[config.mk]
export PLATFORM = sky130hd
export DESIGN_NAME = fmadd_iter_mul
export DESIGN_NICKNAME = d
export VERILOG_FILES = /design/src/rtl/fmadd_iter_mul.sv
export SDC_FILE = /design/constraint.sdc
export NUM_CORES = 1
export LEC_CHECK = 0
export BUFFER_PORTS_ARGS = -buffer_cell sky130_fd_sc_hd__buf_2
export CORE_MARGIN = 2
export CORE_UTILIZATION = 33
export CTS_BUF_LIST = sky130_fd_sc_hd__clkbuf_8
export CTS_CLUSTER_SIZE = 10
export DETAILED_ROUTE_END_ITERATION = 10
export PLACE_DENSITY = 0.47
export SLEW_MARGIN = 10
export SYNTH_ARGS = -nofsm -noshare
export SYNTH_HDL_FRONTEND = slang
export SYNTH_SLANG_ARGS = --single-unit
[constraint.sdc]
create_clock -name clk -period 8 [get_ports clk]
set_clock_uncertainty 0.1 [all_clocks]
set_input_delay 1.2 -clock clk [delete_from_list [all_inputs] [get_ports clk]]
set_output_delay 1.2 -clock clk [all_outputs]
set_load 0.01 [all_outputs]
[src/rtl/fmadd_iter_mul.sv]
// Iterative single-precision multiplier front end: shift-add product, normalise/denormalise,
// and hand an unrounded {sign, 9-bit exponent, 48-bit mantissa} plus sticky to the rounding stage.
module fmadd_iter_mul #(
  parameter int std  = 31,
  parameter int man  = 22,
  parameter int exp  = 7,
  parameter int biad = 127
) (
  input  logic                   clk,
  input  logic                   rst_l,
  input  logic                   in_valid,
  output logic                   in_ready,
  input  logic [std:0]           in_a,
  input  logic [std:0]           in_b,
  output logic                   out_valid,
  input  logic                   out_ready,
  output logic [man+man+exp+6:0] out_no,
  output logic                   out_sticky_PN
);

  localparam int SW  = man + 2;
  localparam int PW  = 2 * SW;
  localparam int EW  = 11;
  localparam int XW  = exp + 1;
  localparam int OEW = exp + 2;
  localparam int CW  = 6;
  localparam int CIW = $clog2(SW);

  localparam logic [OEW-1:0]       EXP_OVF = {1'b1, {(OEW-1){1'b0}}};
  localparam logic signed [EW-1:0] E_MAX   = EW'((1 << XW) - 1);
  localparam logic signed [EW-1:0] E_ONE   = EW'(1);

  typedef enum logic [2:0] {IDLE, MUL, NORM, DENORM, DONE} state_t;

  state_t state_q, state_d;

  logic [SW-1:0]        a_sig_q, a_sig_d, b_sig_q, b_sig_d;
  logic                 sign_q, sign_d;
  logic signed [EW-1:0] e_q, e_d;
  logic [PW-1:0]        p_q, p_d;
  logic [CW-1:0]        cnt_q, cnt_d;
  logic                 sticky_q, sticky_d;
  logic [OEW-1:0]       oexp_q, oexp_d;

  // Operand unpack
  logic [XW-1:0]        ea_raw, eb_raw, ea_eff, eb_eff;
  logic [SW-1:0]        a_sig_in, b_sig_in;
  logic                 sign_in, spec_in, zero_in;
  logic signed [EW-1:0] e_load;

  always_comb begin
    ea_raw   = in_a[std-1:man+1];
    eb_raw   = in_b[std-1:man+1];
    ea_eff   = (ea_raw == '0) ? XW'(1) : ea_raw;
    eb_eff   = (eb_raw == '0) ? XW'(1) : eb_raw;
    a_sig_in = {|ea_raw, in_a[man:0]};
    b_sig_in = {|eb_raw, in_b[man:0]};
    sign_in  = in_a[std] ^ in_b[std];
    spec_in  = (&ea_raw) | (&eb_raw);
    zero_in  = ((ea_raw == '0) && (in_a[man:0] == '0)) ||
               ((eb_raw == '0) && (in_b[man:0] == '0));
    e_load   = EW'(ea_eff) + EW'(eb_eff) - EW'(biad);
  end

  // Per-state datapath steps
  logic [SW:0]          mul_sum;
  logic [PW-1:0]        p_mul, p_norm, p_den;
  logic signed [EW-1:0] e_norm, e_den;
  logic [CW-1:0]        cnt_den;
  logic                 sticky_den, norm_more, norm_under, den_end;

  always_comb begin
    mul_sum = {1'b0, p_q[PW-1:SW]} + (b_sig_q[cnt_q[CIW-1:0]] ? {1'b0, a_sig_q} : '0);
    p_mul   = {mul_sum, p_q[SW-1:1]};

    // cnt_q is 0 only on the first NORM cycle; later cycles are only reached when a shift is due
    if (cnt_q == '0) begin
      if (p_q[PW-1]) begin
        p_norm = p_q;
        e_norm = e_q + E_ONE;
      end else begin
        p_norm = p_q << 1;
        e_norm = e_q;
      end
    end else begin
      p_norm = p_q << 1;
      e_norm = e_q - E_ONE;
    end
    norm_more  = !p_norm[PW-1] && (p_norm != '0) && (e_norm > E_ONE);
    norm_under = e_norm < E_ONE;

    p_den      = p_q >> 1;
    sticky_den = sticky_q | p_q[0];
    e_den      = e_q + E_ONE;
    cnt_den    = cnt_q + CW'(1);
    den_end    = (e_den >= E_ONE) || (cnt_den == CW'(PW));
  end

  function automatic logic [OEW-1:0] enc_exp(input logic signed [EW-1:0] e, input logic msb);
    if (e >= E_MAX)  return EXP_OVF;
    else if (!msb)   return '0;
    else             return e[OEW-1:0];
  endfunction

  always_ff @(posedge clk) begin
    if (!rst_l) state_q <= IDLE;
    else        state_q <= state_d;
  end

  always_comb begin
    state_d = state_q;
    unique case (state_q)
      IDLE:    if (in_valid) state_d = (spec_in || zero_in) ? DONE : MUL;
      MUL:     if (cnt_q == CW'(SW-1)) state_d = NORM;
      NORM:    if (!norm_more) state_d = norm_under ? DENORM : DONE;
      DENORM:  if (den_end) state_d = DONE;
      DONE:    if (out_ready) state_d = IDLE;
      default: state_d = IDLE;
    endcase
  end

  always_comb begin
    in_ready      = (state_q == IDLE);
    out_valid     = (state_q == DONE);
    out_no        = '0;
    out_sticky_PN = 1'b0;
    if (state_q == DONE) begin
      out_no        = {sign_q, oexp_q, p_q};
      out_sticky_PN = sticky_q;
    end
  end

  always_comb begin
    a_sig_d  = a_sig_q;
    b_sig_d  = b_sig_q;
    sign_d   = sign_q;
    e_d      = e_q;
    p_d      = p_q;
    cnt_d    = cnt_q;
    sticky_d = sticky_q;
    oexp_d   = oexp_q;
    unique case (state_q)
      IDLE: if (in_valid) begin
        a_sig_d  = a_sig_in;
        b_sig_d  = b_sig_in;
        sign_d   = sign_in;
        e_d      = e_load;
        p_d      = '0;
        cnt_d    = '0;
        sticky_d = 1'b0;
        oexp_d   = spec_in ? EXP_OVF : '0;
      end
      MUL: begin
        p_d   = p_mul;
        cnt_d = (cnt_q == CW'(SW-1)) ? '0 : cnt_q + CW'(1);
      end
      NORM: begin
        p_d   = p_norm;
        e_d   = e_norm;
        cnt_d = norm_more ? CW'(1) : '0;
        if (!norm_more && !norm_under) oexp_d = enc_exp(e_norm, p_norm[PW-1]);
      end
      DENORM: begin
        p_d      = p_den;
        e_d      = e_den;
        sticky_d = sticky_den;
        cnt_d    = cnt_den;
        if (den_end) oexp_d = enc_exp(e_den, p_den[PW-1]);
      end
      default: ;
    endcase
  end

  always_ff @(posedge clk) begin
    if (!rst_l) begin
      a_sig_q  <= '0;
      b_sig_q  <= '0;
      sign_q   <= 1'b0;
      e_q      <= '0;
      p_q      <= '0;
      cnt_q    <= '0;
      sticky_q <= 1'b0;
      oexp_q   <= '0;
    end else begin
      a_sig_q  <= a_sig_d;
      b_sig_q  <= b_sig_d;
      sign_q   <= sign_d;
      e_q      <= e_d;
      p_q      <= p_d;
      cnt_q    <= cnt_d;
      sticky_q <= sticky_d;
      oexp_q   <= oexp_d;
    end
  end

endmodule

==> flow_summary.json <==
{
  "status": "finished, final reports clean",
  "drt_pass1_iterations": 9,
  "post_cts.repair.setup_buffers": 0,
  "cts.reportedPaths.clkPinSlew_ps": 90,
  "start_kind": "flop",
  "antenna_found_initial": 0,
  "fin_ws_ps": 2940,
  "fin_hold_ws_ps": 352,
  "hp-class": "reg -> reg",
  "ys_seq_area_share_pct": 29.2,
  "critPathKind": "reg -> reg",
  "cts_buffer_depth": 2,
  "maxCapViolations": 0,
  "path_buf_inv": 2,
  "critPathTopFamily": "compound AO/OA/AOI/OAI gates",
  "critPathCaptureType": "flop",
  "numClockSinks": 127,
  "io_pins": 129,
  "nets": 1343,
  "track_usage_pct": 19.4,
  "portBuffers": 128,
  "die_h_um": 166,
  "final_common_cell": "nand2_1",
  "synth_edf_count": 0,
  "synth_top_area_share_pct": 29.2,
  "cts_root_buffer": "clkbuf_8",
  "insertion_delay_ps": 460,
  "crit_required_ps": 8200,
  "rsz0062_at_grt": "no",
  "ant_nets": 0,
  "die_x_um": 166,
  "ys.flop_type": "dfxtp_1",
  "drc": 0,
  "hpwl_um": 19300,
  "clock.fmax_ghz": 0.198,
  "syn_inst": 1160,
  "drive_gt1_share_pct": 16.2,
  "syn_area_sq_mm": 0.00869,
  "ys_ff_latch": 127,
  "initial_core_util_pct": 33.5,
  "wire_per_inst_um": 17.0,
  "vias": 8503,
  "total_power_mw": 2.41,
  "fin_crit_sh_pct": 63.3,
  "htreeDepth": 4,
  "finalMaxSlewViolations": 0,
  "initialDrtViolationCount": 826,
  "setup_viol_count_final": 0,
  "power_density_mw_per_mm2": 244,
  "dieArea_sq_mm": 0.0277,
  "rows": 59,
  "via_per_inst": 5.39,
  "arrival_ps": 5260,
  "vdd_ir_drop_max_v": 0.000201,
  "gr-total-overflow": 0,
  "cts_resized": 0,
  "yosysWarningCount": 0,
  "grt_pass1_vias": 7947,
  "place_inst": 1545,
  "core_sq_mm": 0.0260,
  "totalWireLength_um": 26900,
  "path_max_fanout": 24,
  "yosys-top-cells-area": "dfxtp_1 (29%), nand2_1 (10%), ha_1 (6.3%), a21oi_1 (5.7%), a222oi_1 (5.2%)",
  "path_cells": "mux4_2 > mux4_2 > a21oi_1 > buf_4 > nor2b_1 > ha_1 > inv_1 > fa_1 > nor2b_1 > o31a_1 > o31ai_1 > o211ai_1 > a221oi_1 > o21ai_0 > a31oi_1 > o21ai_0 > nor3b_1",
  "synth_top_area_cell": "dfxtp_1",
  "gp_congestion": 0.871,
  "area_growth_pct": 13.6,
  "critical_path.slowest_cell": "dfxtp_1",
  "p_leak_nw": 4.11,
  "cts_tree": "yes",
  "syn-num-nets": 1274,
  "grt_pass1_wl_um": 43700,
  "final_cell_mix": "nand2_1 (238), buf_2 (128), dfxtp_1 (127), a21oi_1 (99), nor2_1 (91)",
  "dp_slack_ps": 2900,
  "avgSynthCellArea_sq_um": 7.49,
  "worst_pin_slew_ps": 1050,
  "synth.distinct_cells": 67,
  "hold_buffers": 0,
  "fill_cells": 2846,
  "min_period_ps": 5060,
  "relSlewSlack_pct": 30.0,
  "fin_tns_setup_ps": 0,
  "fin_cells": 1578,
  "async_flop_share_pct": 0,
  "hold_viol_final": 0,
  "cpPeakStageDelay_ps": 670,
  "grt_start_max_net_pins": 76,
  "cts_buffers": 17
}
## layout make-up
type / count / area [sq um] / share of cell area (%)
multi-input cells: 917 / 5690 / 57.6
flip-flops and latches: 127 / 2540 / 25.7
repair buffers: 142 / 746 / 7.55
well taps: 335 / 419 / 4.24
clock buffers: 17 / 234 / 2.37
clock inverters: 15 / 149 / 1.51
inverters: 24 / 91.3 / 0.925
diodes: 1 / 2.50 / 0.0253
## per-stage QoR
step,util (%),area [sq um]
2_1_floorplan,-,8690
3_3_place_gp,36.5,9490
3_5_place_dp,36.5,9490
4_1_cts,38.0,9870
5_1_grt,38.0,9870
6_report,38.0,9870
## Yosys cell counts, types with 9 or more instances
master / n
nand3_1: 18
xor2_1: 18
clkbuf_1: 76
dfxtp_1: 127
xnor2_1: 19
a21oi_1: 99
inv_1: 22
nor2_1: 93
nor3_1: 15
nand2_1: 238
a21o_1: 12
o211ai_1: 13
nor3b_1: 9
a222oi_1: 45
nand4_1: 13
o21ai_0: 30
mux2i_1: 15
a31oi_1: 9
and2_1: 65
nor2b_1: 28
nor4_1: 26
ha_1: 44
## final timing paths
check,end,slack (ps),from,cells past startpoint
setup reg to reg,p_q[47]$_SDFFE_PN0P_,2940,cnt_q[0]$_SDFFE_PN0P_,17
hold / removal,a_sig_q[12]$_SDFFE_PN0P_,350,a_sig_q[12]$_SDFFE_PN0P_,2
hold reg to reg,a_sig_q[12]$_SDFFE_PN0P_,350,a_sig_q[12]$_SDFFE_PN0P_,2
setup / recovery,p_q[47]$_SDFFE_PN0P_,2940,cnt_q[0]$_SDFFE_PN0P_,17
## power by group
| part | leakage, nW | total, mW | internal (mW) | switching [mW] |
|---|---|---|---|---|
| Clock | 0.184 | 0.561 | 0.254 | 0.306 |
| Sequential | 1.03 | 0.856 | 0.716 | 0.141 |
| Combinational | 2.89 | 0.991 | 0.356 | 0.635 |
| Total | 4.11 | 2.41 | 1.33 | 1.08 |
## registers in the layout, summed over array words and instances (netlist names)
signal / count
state_q: 3
cnt_q: 6
oexp_q: 9
p_q: 48
b_sig_q: 24
e_q: 11
sticky_q: 1
sign_q: 1
a_sig_q: 24
## tightest hold or removal path: cells and delay by family, from the launching register on
| family | cells | cell delay [ps] |
|---|---|---|
| DFF | 1 | 310 |
| AOI/OAI and AO/OA | 1 | 50 |
| and+or+nand+nor | 1 | 50 |
## layer usage
metal	share of wire (%)	GRT usage (%)
met4	0.76	4.35
met1	52	29.4
met5	0	0
met3	4.8	2.60
met2	42	29.0
## cell families (layout without fill, tap and decap cells)
kind of cell / after synthesis / in the layout / share of synthesized area, %
and+or+nand+nor: 542 / 542 / 29.9
AOI/OAI and AO/OA: 267 / 267 / 20.9
DFF: 127 / 127 / 29.2
buffers and inverters: 116 / 198 / 5.37
adders and majority gates: 46 / 46 / 6.79
xor gates and xnor gates: 39 / 39 / 4.10
muxes: 23 / 23 / 3.67
other: 0 / 1 / 0
Note: power is estimated with default switching activity, not from simulation.
